### config.mk
export PLATFORM = sky130hd
export DESIGN_NAME = regfile_mp
export DESIGN_NICKNAME = d
export VERILOG_FILES = /design/src/rtl/regfile_pkg.sv /design/src/rtl/regfile_clr_seq.sv /design/src/rtl/regfile_mp.sv
export SDC_FILE = /design/constraint.sdc
export NUM_CORES = 1
export LEC_CHECK = 0
export CAP_MARGIN = 20
export CORE_ASPECT_RATIO = 2
export CORE_UTILIZATION = 45
export CTS_CLUSTER_SIZE = 30
export DETAILED_ROUTE_END_ITERATION = 6
export PLACE_DENSITY = 0.6
export RECOVER_POWER = 100
export SYNTH_ARGS = -nofsm -noshare
export SYNTH_HDL_FRONTEND = slang
export SYNTH_SLANG_ARGS = --single-unit
### constraint.sdc
create_clock -name clk -period 5.7 [get_ports clk]
set_input_delay 0.855 -clock clk [delete_from_list [all_inputs] [get_ports clk]]
set_output_delay 0.855 -clock clk [all_outputs]
set_load 0.05 [all_outputs]
### src/rtl/regfile_pkg.sv
// Shared types and defaults for the multi-read-port register file.
// The REGFILE_BYPASS_EN build option lives in regfile_mp.sv.
package regfile_pkg;

  typedef enum logic {
    ST_CLEAR = 1'b0,
    ST_IDLE  = 1'b1
  } state_t;

  localparam int DEF_DATA_W = 32;
  localparam int DEF_DEPTH  = 16;
  localparam int DEF_ADDR_W = 8;
  localparam int DEF_N_RD   = 2;

  // Clear counter / array index width; never below one bit.
  function automatic int cnt_w(input int depth);
    return (depth > 1) ? $clog2(depth) : 1;
  endfunction

endpackage

### src/rtl/regfile_clr_seq.sv
// Clear sequencer: walks every entry writing zero after reset or on clr_req,
// holding busy until the last entry has been written.
module regfile_clr_seq
  import regfile_pkg::*;
#(
  parameter int DEPTH = DEF_DEPTH,
  parameter int CNT_W = cnt_w(DEF_DEPTH)
) (
  input  logic             clk,
  input  logic             rst_n,
  input  logic             clr_req,
  output logic             busy,
  output logic [CNT_W-1:0] clr_addr,
  output logic             clr_last
);

  localparam logic [CNT_W-1:0] LAST = CNT_W'(DEPTH - 1);

  state_t state;

  always_ff @(posedge clk or negedge rst_n) begin
    if (!rst_n) begin
      state    <= ST_CLEAR;
      clr_addr <= '0;
      busy     <= 1'b1;
    end else begin
      case (state)
        ST_CLEAR: begin
          if (clr_addr == LAST) begin
            state    <= ST_IDLE;
            busy     <= 1'b0;
            clr_addr <= '0;
          end else begin
            clr_addr <= clr_addr + CNT_W'(1);
          end
        end
        ST_IDLE: begin
          if (clr_req) begin
            state    <= ST_CLEAR;
            busy     <= 1'b1;
            clr_addr <= '0;
          end
        end
        default: begin
          state    <= ST_CLEAR;
          busy     <= 1'b1;
          clr_addr <= '0;
        end
      endcase
    end
  end

  // Marks the edge that writes the final entry and returns to idle.
  assign clr_last = (state == ST_CLEAR) && (clr_addr == LAST);

endmodule

### src/rtl/regfile_mp.sv
// Parametrised register file with N_RD registered read ports and one write port.
// Define REGFILE_BYPASS_EN to forward same-cycle write data to matching read ports.
module regfile_mp
  import regfile_pkg::*;
#(
  parameter int DATA_W  = DEF_DATA_W,
  parameter int DEPTH   = DEF_DEPTH,
  parameter int ADDR_W  = DEF_ADDR_W,
  parameter int N_RD    = DEF_N_RD,
  parameter int R0_ZERO = 0
) (
  input  logic                   clk,
  input  logic                   rst_n,
  input  logic                   rd_en,
  input  logic [N_RD*ADDR_W-1:0] rd_addr,
  output logic [N_RD*DATA_W-1:0] rd_data,
  output logic                   rd_valid,
  input  logic                   wr_en,
  input  logic [ADDR_W-1:0]      wr_addr,
  input  logic [DATA_W-1:0]      wr_data,
  input  logic                   clr_req,
  output logic                   busy,
  output logic                   err_oor
);

  localparam int CNT_W = cnt_w(DEPTH);
  // One extra bit so DEPTH == 2**ADDR_W still compares correctly.
  localparam logic [ADDR_W:0] DEPTH_A = (ADDR_W + 1)'(DEPTH);

  logic [CNT_W-1:0]  clr_addr;
  logic              clr_last;
  logic [DATA_W-1:0] mem [DEPTH];
  logic              wr_oor;
  logic              wr_r0;
  logic              wr_fire;
  logic              rd_fire;
  logic [N_RD-1:0]   rd_oor;
  logic              mem_we;
  logic [CNT_W-1:0]  mem_waddr;
  logic [DATA_W-1:0] mem_wdata;
  logic              vld_p1;

  regfile_clr_seq #(
    .DEPTH (DEPTH),
    .CNT_W (CNT_W)
  ) u_clr_seq (
    .clk      (clk),
    .rst_n    (rst_n),
    .clr_req  (clr_req),
    .busy     (busy),
    .clr_addr (clr_addr),
    .clr_last (clr_last)
  );

  assign wr_oor  = ({1'b0, wr_addr} >= DEPTH_A);
  assign wr_r0   = (R0_ZERO != 0) && (wr_addr == '0);
  assign wr_fire = !busy && wr_en && !wr_oor && !wr_r0;
  assign rd_fire = !busy && rd_en;

  // The clear sequencer owns the write port whenever busy.
  assign mem_we    = busy || wr_fire;
  assign mem_waddr = busy ? clr_addr : wr_addr[CNT_W-1:0];
  assign mem_wdata = busy ? '0 : wr_data;

  always_ff @(posedge clk) begin
    if (mem_we) mem[mem_waddr] <= mem_wdata;
  end

  for (genvar k = 0; k < N_RD; k++) begin : g_rd
    logic [ADDR_W-1:0] addr;
    logic              force_zero;
    logic [DATA_W-1:0] rdata;
    logic [DATA_W-1:0] data_p1;

    assign addr       = rd_addr[k*ADDR_W +: ADDR_W];
    assign rd_oor[k]  = ({1'b0, addr} >= DEPTH_A);
    assign force_zero = rd_oor[k] || ((R0_ZERO != 0) && (addr == '0));
`ifdef REGFILE_BYPASS_EN
    assign rdata = force_zero                      ? '0 :
                   (wr_fire && (wr_addr == addr))  ? wr_data :
                                                     mem[addr[CNT_W-1:0]];
`else
    assign rdata = force_zero ? '0 : mem[addr[CNT_W-1:0]];
`endif

    // Read stage boundary: one-cycle registered output per port.
    always_ff @(posedge clk or negedge rst_n) begin
      if (!rst_n)       data_p1 <= '0;
      else if (rd_fire) data_p1 <= rdata;
    end

    assign rd_data[k*DATA_W +: DATA_W] = data_p1;
  end

  always_ff @(posedge clk or negedge rst_n) begin
    if (!rst_n) begin
      vld_p1  <= 1'b0;
      err_oor <= 1'b0;
    end else begin
      vld_p1 <= rd_fire;
      if (clr_last)
        err_oor <= 1'b0;
      else if ((!busy && wr_en && wr_oor) || (rd_fire && (|rd_oor)))
        err_oor <= 1'b1;
    end
  end

  assign rd_valid = vld_p1;

endmodule

==> After elaboration in Yosys (flattened, before gate mapping) <==
Memory sizes are Yosys's and may differ from the RTL's.
Cells that the tools add are included.
{ "word_totals": {"ff_bits": 72, "mem_bits_rw": 512, "output_inout_bits": 67, "wordCells": 46, "mem_count": 1} }
{ "classes": {"addsub": 1, "magnitude_cmp": 3, "eq_ne": 3, "mux": 17, "n_bitwise": 1, "reduce_logical": 13} }
{ "mem_list": {"columns": ["memory", "words", "width", "rd", "rd_ports_with_merged_regs", "wr", "line_no", "text"], "rows": [
  ["mem", 16, 32, 2, 0, 1, "regfile_mp.sv:32", "logic [DATA_W-1:0] mem [DEPTH];"]
]} }
{ "op_table": {"columns": ["cell", "count"], "rows": [
  ["2-to-1 mux 32 bit", 3],
  ["greater-or-equal comparator 8 x 5 -> 1 bit, second input constant", 3],
  ["2-to-1 mux 4 bit", 3],
  ["2-to-1 mux 1 bit", 8],
  ["one-hot mux 4 bit (2 select lines)", 1],
  ["logical AND 1 bit", 6],
  ["adder 4 x 1 -> 4 bit, second input constant", 1],
  ["== test 4 bit, second input constant", 1],
  ["inequality test 2 bit, second input constant", 2],
  ["one-hot mux 1 bit (2 select lines)", 2],
  ["logical NOT 1 bit", 2],
  ["logical OR 1 bit", 2],
  ["AND reduction 2 bit", 1],
  ["nonzero test 2 bit", 1],
  ["OR reduction 2 bit", 1],
  ["inverter 1 bit", 1]
]} }

==> Logic depth before layout (Yosys ltp) <==
{ "depth": {"ltp_word": 6, "ltp_mapped": 6} }

==> Hierarchy <==
From an unflattened synthesis, not the netlist that was laid out.
{ "unflattened": {"hier_cells": 1303, "hier_area_um2": 26598.0} }
{ "by_module_without_submodules": {"columns": ["mod", "instances", "cells_per_inst", "area_each_um2", "seq_area_each_um2"], "rows": [
  ["regfile_mp", 1, 1273, 26285.2, 17026.3],
  ["regfile_clr_seq", 1, 30, 312.8, 151.4]
]} }

==> Worst setup path after synthesis <==
No wires, ideal clock.
{ "synth_timing": {"path_kind": "input port to flip-flop", "from": "in wr_addr[6]", "to": "mem mem[5][0] (netlist name), enable pin", "setup_ps": 421, "arrival_ps": 2920, "required_ps": 5279, "path_slack_ps": 2359, "stages": 4, "path_buffers": 0, "path_cell_list": "nor4_1 > a21o_1 > o21ai_0 > nor2_1"} }
{ "synth_between": {"elab_chain_cells": 6} }
{ "synth_rtl": {"columns": ["item", "line_no", "text"], "rows": [
  ["start: declaration", "regfile_mp.sv:19", "input logic [ADDR_W-1:0] wr_addr,"],
  ["greater-or-equal comparator 8 x 5 -> 1 bit", "regfile_mp.sv:55", "assign wr_oor = ({1'b0, wr_addr} >= DEPTH_A);"],
  ["logical NOT 1 bit", "regfile_mp.sv:57", "assign wr_fire = !busy && wr_en && !wr_oor && !wr_r0;"],
  ["logical AND 1 bit", "regfile_mp.sv:57", null],
  ["logical OR 1 bit", "regfile_mp.sv:61", "assign mem_we = busy || wr_fire;"],
  ["2-to-1 mux 1 bit", "regfile_mp.sv:66", "if (mem_we) mem[mem_waddr] <= mem_wdata;"],
  ["2-to-1 mux 1 bit (implied by the code)", "regfile_mp.sv:66", null],
  ["end: declaration", "regfile_mp.sv:32", null]
]} }
Every way passes these cells.

==> Worst setup path in the final report <==
{ "layout_timing": {"from": "reg u_clr_seq.busy", "to": "mem mem[5][6] (netlist name), enable pin"} }
{ "layout_between": {"elab_chain_cells": 6, "word_cells_on_any_way": 7} }
{ "layout_rtl": {"columns": ["item", "line_no", "text"], "rows": [
  ["start: declaration", "regfile_clr_seq.sv:12", "output logic busy,"],
  ["start signal: assignment", "regfile_clr_seq.sv:25", "busy <= 1'b1;"],
  ["start signal: assignment", "regfile_clr_seq.sv:31", "busy <= 1'b0;"],
  ["start signal: assignment", "regfile_clr_seq.sv:40", "busy <= 1'b1;"],
  ["logical NOT 1 bit", "regfile_mp.sv:57", null],
  ["logical AND 1 bit (2 in series)", "regfile_mp.sv:57", null],
  ["logical OR 1 bit", "regfile_mp.sv:61", null],
  ["2-to-1 mux 1 bit", "regfile_mp.sv:66", null],
  ["2-to-1 mux 1 bit (implied by the code)", "regfile_mp.sv:66", null]
]} }
Parallel ways exist; a longest one is shown, timed or not.

==> metrics.txt <==
number of iterations in the first detailed-routing pass 5; drt total wl 68.5 mm; via count 13786; biggest area consumer among synthesized cells sky130_fd_sc_hd__edfxtp_1; maximum root-to-sink buffer count 3; Cell Area, Synth 0.0265 mm2; YS warnings 0; FILL cells 4683; final critical-path setup slack 1240 ps; type of origin of the critical path flip-flop; transition at the pin with the smallest max-transition slack 1950 ps; RSZ-0062 raised after global routing false; type of the worst setup path flip-flop to flip-flop; synthesized net count 1364; CP Max Fanout 36; violations in the final reports max-capacitance violations, max-slew violations; cell area power density 382 mW/mm2; first-pass GRT wire length 102 mm; overall fraction of global-route tracks in use 0.235; Static Leakage 10.5 nW; Final Wtd Congestion 0.759; Slew Limit Headroom -0.298; NetSw 3.37 mW; average wire per standard cell 30.6 um; detail-routed via count per cell 6.15; relative contribution of sequential cells to total power 0.504; CTS Root Buffer Type sky130_fd_sc_hd__clkbuf_16; # setup viols final 0; area of the die 0.0599 mm2; clock sink count 584; CP Capture Type flip-flop; achievable clock frequency 224 MHz; cell-internal power 8.19 mW; post-layout net count 1498; CTS tree done; post-detailed-route DRC marker count 0; worst-case setup slack after placement 1660 ps; layout cells sized above 1 0.258; number of antenna violations at the first check in global routing 1; Metal-1 WL 25.2 mm; Port-buffer cells 127; setup skew after layout 16.9 ps; total grt overflow 0; half-perimeter wire length of the detailed placement result 41.7 mm; diodes inserted 0; Synth-to-Final Area Change 14.4%; hold buffer count at cts 0; Period minus WS final 4460 ps; Resized cells post-CTS 0; max-cap check violation count 3; Core Box Area 0.0582 mm2; postcts setup bufs 0; peak supply drop 0.285 mV; clock share of power 0.294; leading cell types by total area after synthesis sky130_fd_sc_hd__edfxtp_1 58%, sky130_fd_sc_hd__mux4_2 22%, sky130_fd_sc_hd__mux2i_1 7.3%, sky130_fd_sc_hd__dfrtp_1 6.7%, sky130_fd_sc_hd__a22o_1 2.1%; final-layout worst hold slack 495 ps; width of the die 174 um; worst min-delay path category flip-flop to flip-flop; number of hold violations in the final report 0; cts bufs inserted 52; cells after synthesis 1302; clk_lat worst skew 600 ps; Sw Ratio 0.292; Detail Route Antenna Nets 0; worst endpoint data arrival time 4660 ps; Seq cells post-synth 584; number of placed I/O pins 128; Slew Limit Fails 80; share of synthesized area occupied by flip-flops and latches 0.648; starting density of the core 0.455; wire length on met2 38.0 mm; area share of the largest cell type after synthesis 0.580; clock-pin transition on the worst setup and hold timing paths 60 ps; Die Y 345 um; vias in the first global route 15237; number of unique standard cell types used by synthesis 33; Sum Neg Setup Slack 0 ps; H-Tree Level Count 2; Core Rows 125; crit share post-route 0.782; largest net degree at the start of global routing 83; Starting DRT DRC Count 1041; highest routing layer actually used met4; Comb power frac 0.202; outcome finished, violations left; critical path data required time 5910 ps; metal3 WL 3.08 mm; Post-Synthesis Mean Instance Area 20.4 um2
[per-stage QoR]
step / instances / instance area (um2) / util / total power, mW
floorplan: 1302 / 26500 / - / 7.28
global placement: 2126 / 28700 / 0.493 / 8.23
detailed placement: 2129 / 28700 / 0.493 / 8.32
CTS: 2226 / 30300 / 0.521 / 11.7
global route: 2241 / 30300 / 0.521 / 12.0
finish: 2241 / 30300 / 0.521 / 11.6
[final timing paths]
path,cells past startpoint,to,slack [ps],startpoint
min in group asynchronous,1,g_rd[1].data_p1[1],790,rst_n
min,1,g_rd[0].data_p1[9],500,g_rd[0].data_p1[9]
max reg2reg,5,mem[5][6],1240,u_clr_seq.busy
min reg2reg,1,g_rd[0].data_p1[9],500,g_rd[0].data_p1[9]
max in group asynchronous,2,g_rd[1].data_p1[21],3420,rst_n
max,5,mem[5][6],1240,u_clr_seq.busy
[registers in the layout (all words and copies together) (netlist names)]
signal and flops:
err_oor 1, g_rd.data_p1 64, mem 512, rd_valid 1
u_clr_seq.busy 1, u_clr_seq.clr_addr 4, u_clr_seq.state 1
[critical path, cell delays in order, from the launching register on]
cell and delay (ps):
sky130_fd_sc_hd__dfstp_1 1670, sky130_fd_sc_hd__nor3b_1 300, sky130_fd_sc_hd__o21ai_0 220, sky130_fd_sc_hd__clkbuf_1 260
sky130_fd_sc_hd__nor2_4 720, sky130_fd_sc_hd__clkbuf_1 880
[cell families (layout without fill, tap and decap cells)]
logic type,count (synthesis),count (layout),share of synthesized area
DFF,584,584,0.648
muxes,448,448,0.290
buffers and inverters,104,281,0.0192
AOI/OAI and AO/OA,85,85,0.0262
and+or+nand+nor,80,80,0.0159
adders and majority gates,1,1,0.000472
[final cells by class]
type	count	area, um2	area share
Inverter	5	18.8	0.000619
Sequential cell	584	17200	0.567
Multi-Input combinational cell	614	8930	0.295
Clock buffer	70	1410	0.0465
Clock inverter	27	196	0.00648
Timing Repair Buffer	179	1620	0.0535
Tap cell	762	953	0.0315
[synth_stat cells (all sizes together)]
library cell / instances
a21oi: 4
nand4b: 1
inv: 5
o32a: 1
ha: 1
mux2i: 192
dfstp: 1
o2bb2ai: 1
a32oi: 1
nor2: 26
nand2: 8
or4: 2
nor4: 1
a31oi: 1
nor3b: 4
nor2b: 32
a21o: 1
dfrtp: 71
o21ai: 9
nand2b: 3
buf: 57
clkbuf: 42
a311o: 1
a32o: 1
mux4: 256
a22o: 64
nor3: 2
nand3: 1
o22ai: 1
edfxtp: 512
[cell usage in the layout, fill, tap and decap left out, drive strengths merged, types with 2 or more instances in the layout]
| master | instances |
|---|---|
| edfxtp | 512 |
| mux4 | 256 |
| mux2i | 192 |
| clkbuf | 97 |
| dfrtp | 71 |
| dlygate4sd3 | 68 |
| a22o | 64 |
| clkdlybuf4s50 | 50 |
| buf | 34 |
| nor2b | 32 |
| nor2 | 26 |
| clkinv | 17 |
| o21ai | 9 |
| nand2 | 8 |
| inv | 8 |
| clkinvlp | 5 |
| a21oi | 4 |
| nor3b | 4 |
| nand2b | 3 |
| nor3 | 2 |
| or4 | 2 |
| bufinv | 2 |
[routing by layer]
layer / up-vias / global-route usage
met5: - / 0
met4: 0 / 0.0863
met3: 116 / 0.0291
met2: 439 / 0.430
met1: 7424 / 0.283
li1: 5807 / -
[power by group through the flow]
stage,clock [mW],combinational [mW],sequential [mW]
floorplan,0,1.31,5.97
global placement,0,2.35,5.89
detailed placement,0,2.38,5.93
CTS,3.48,2.39,5.84
global route,3.60,2.49,5.90
finish,3.40,2.33,5.83
Note: power is estimated with default switching activity, not from simulation.
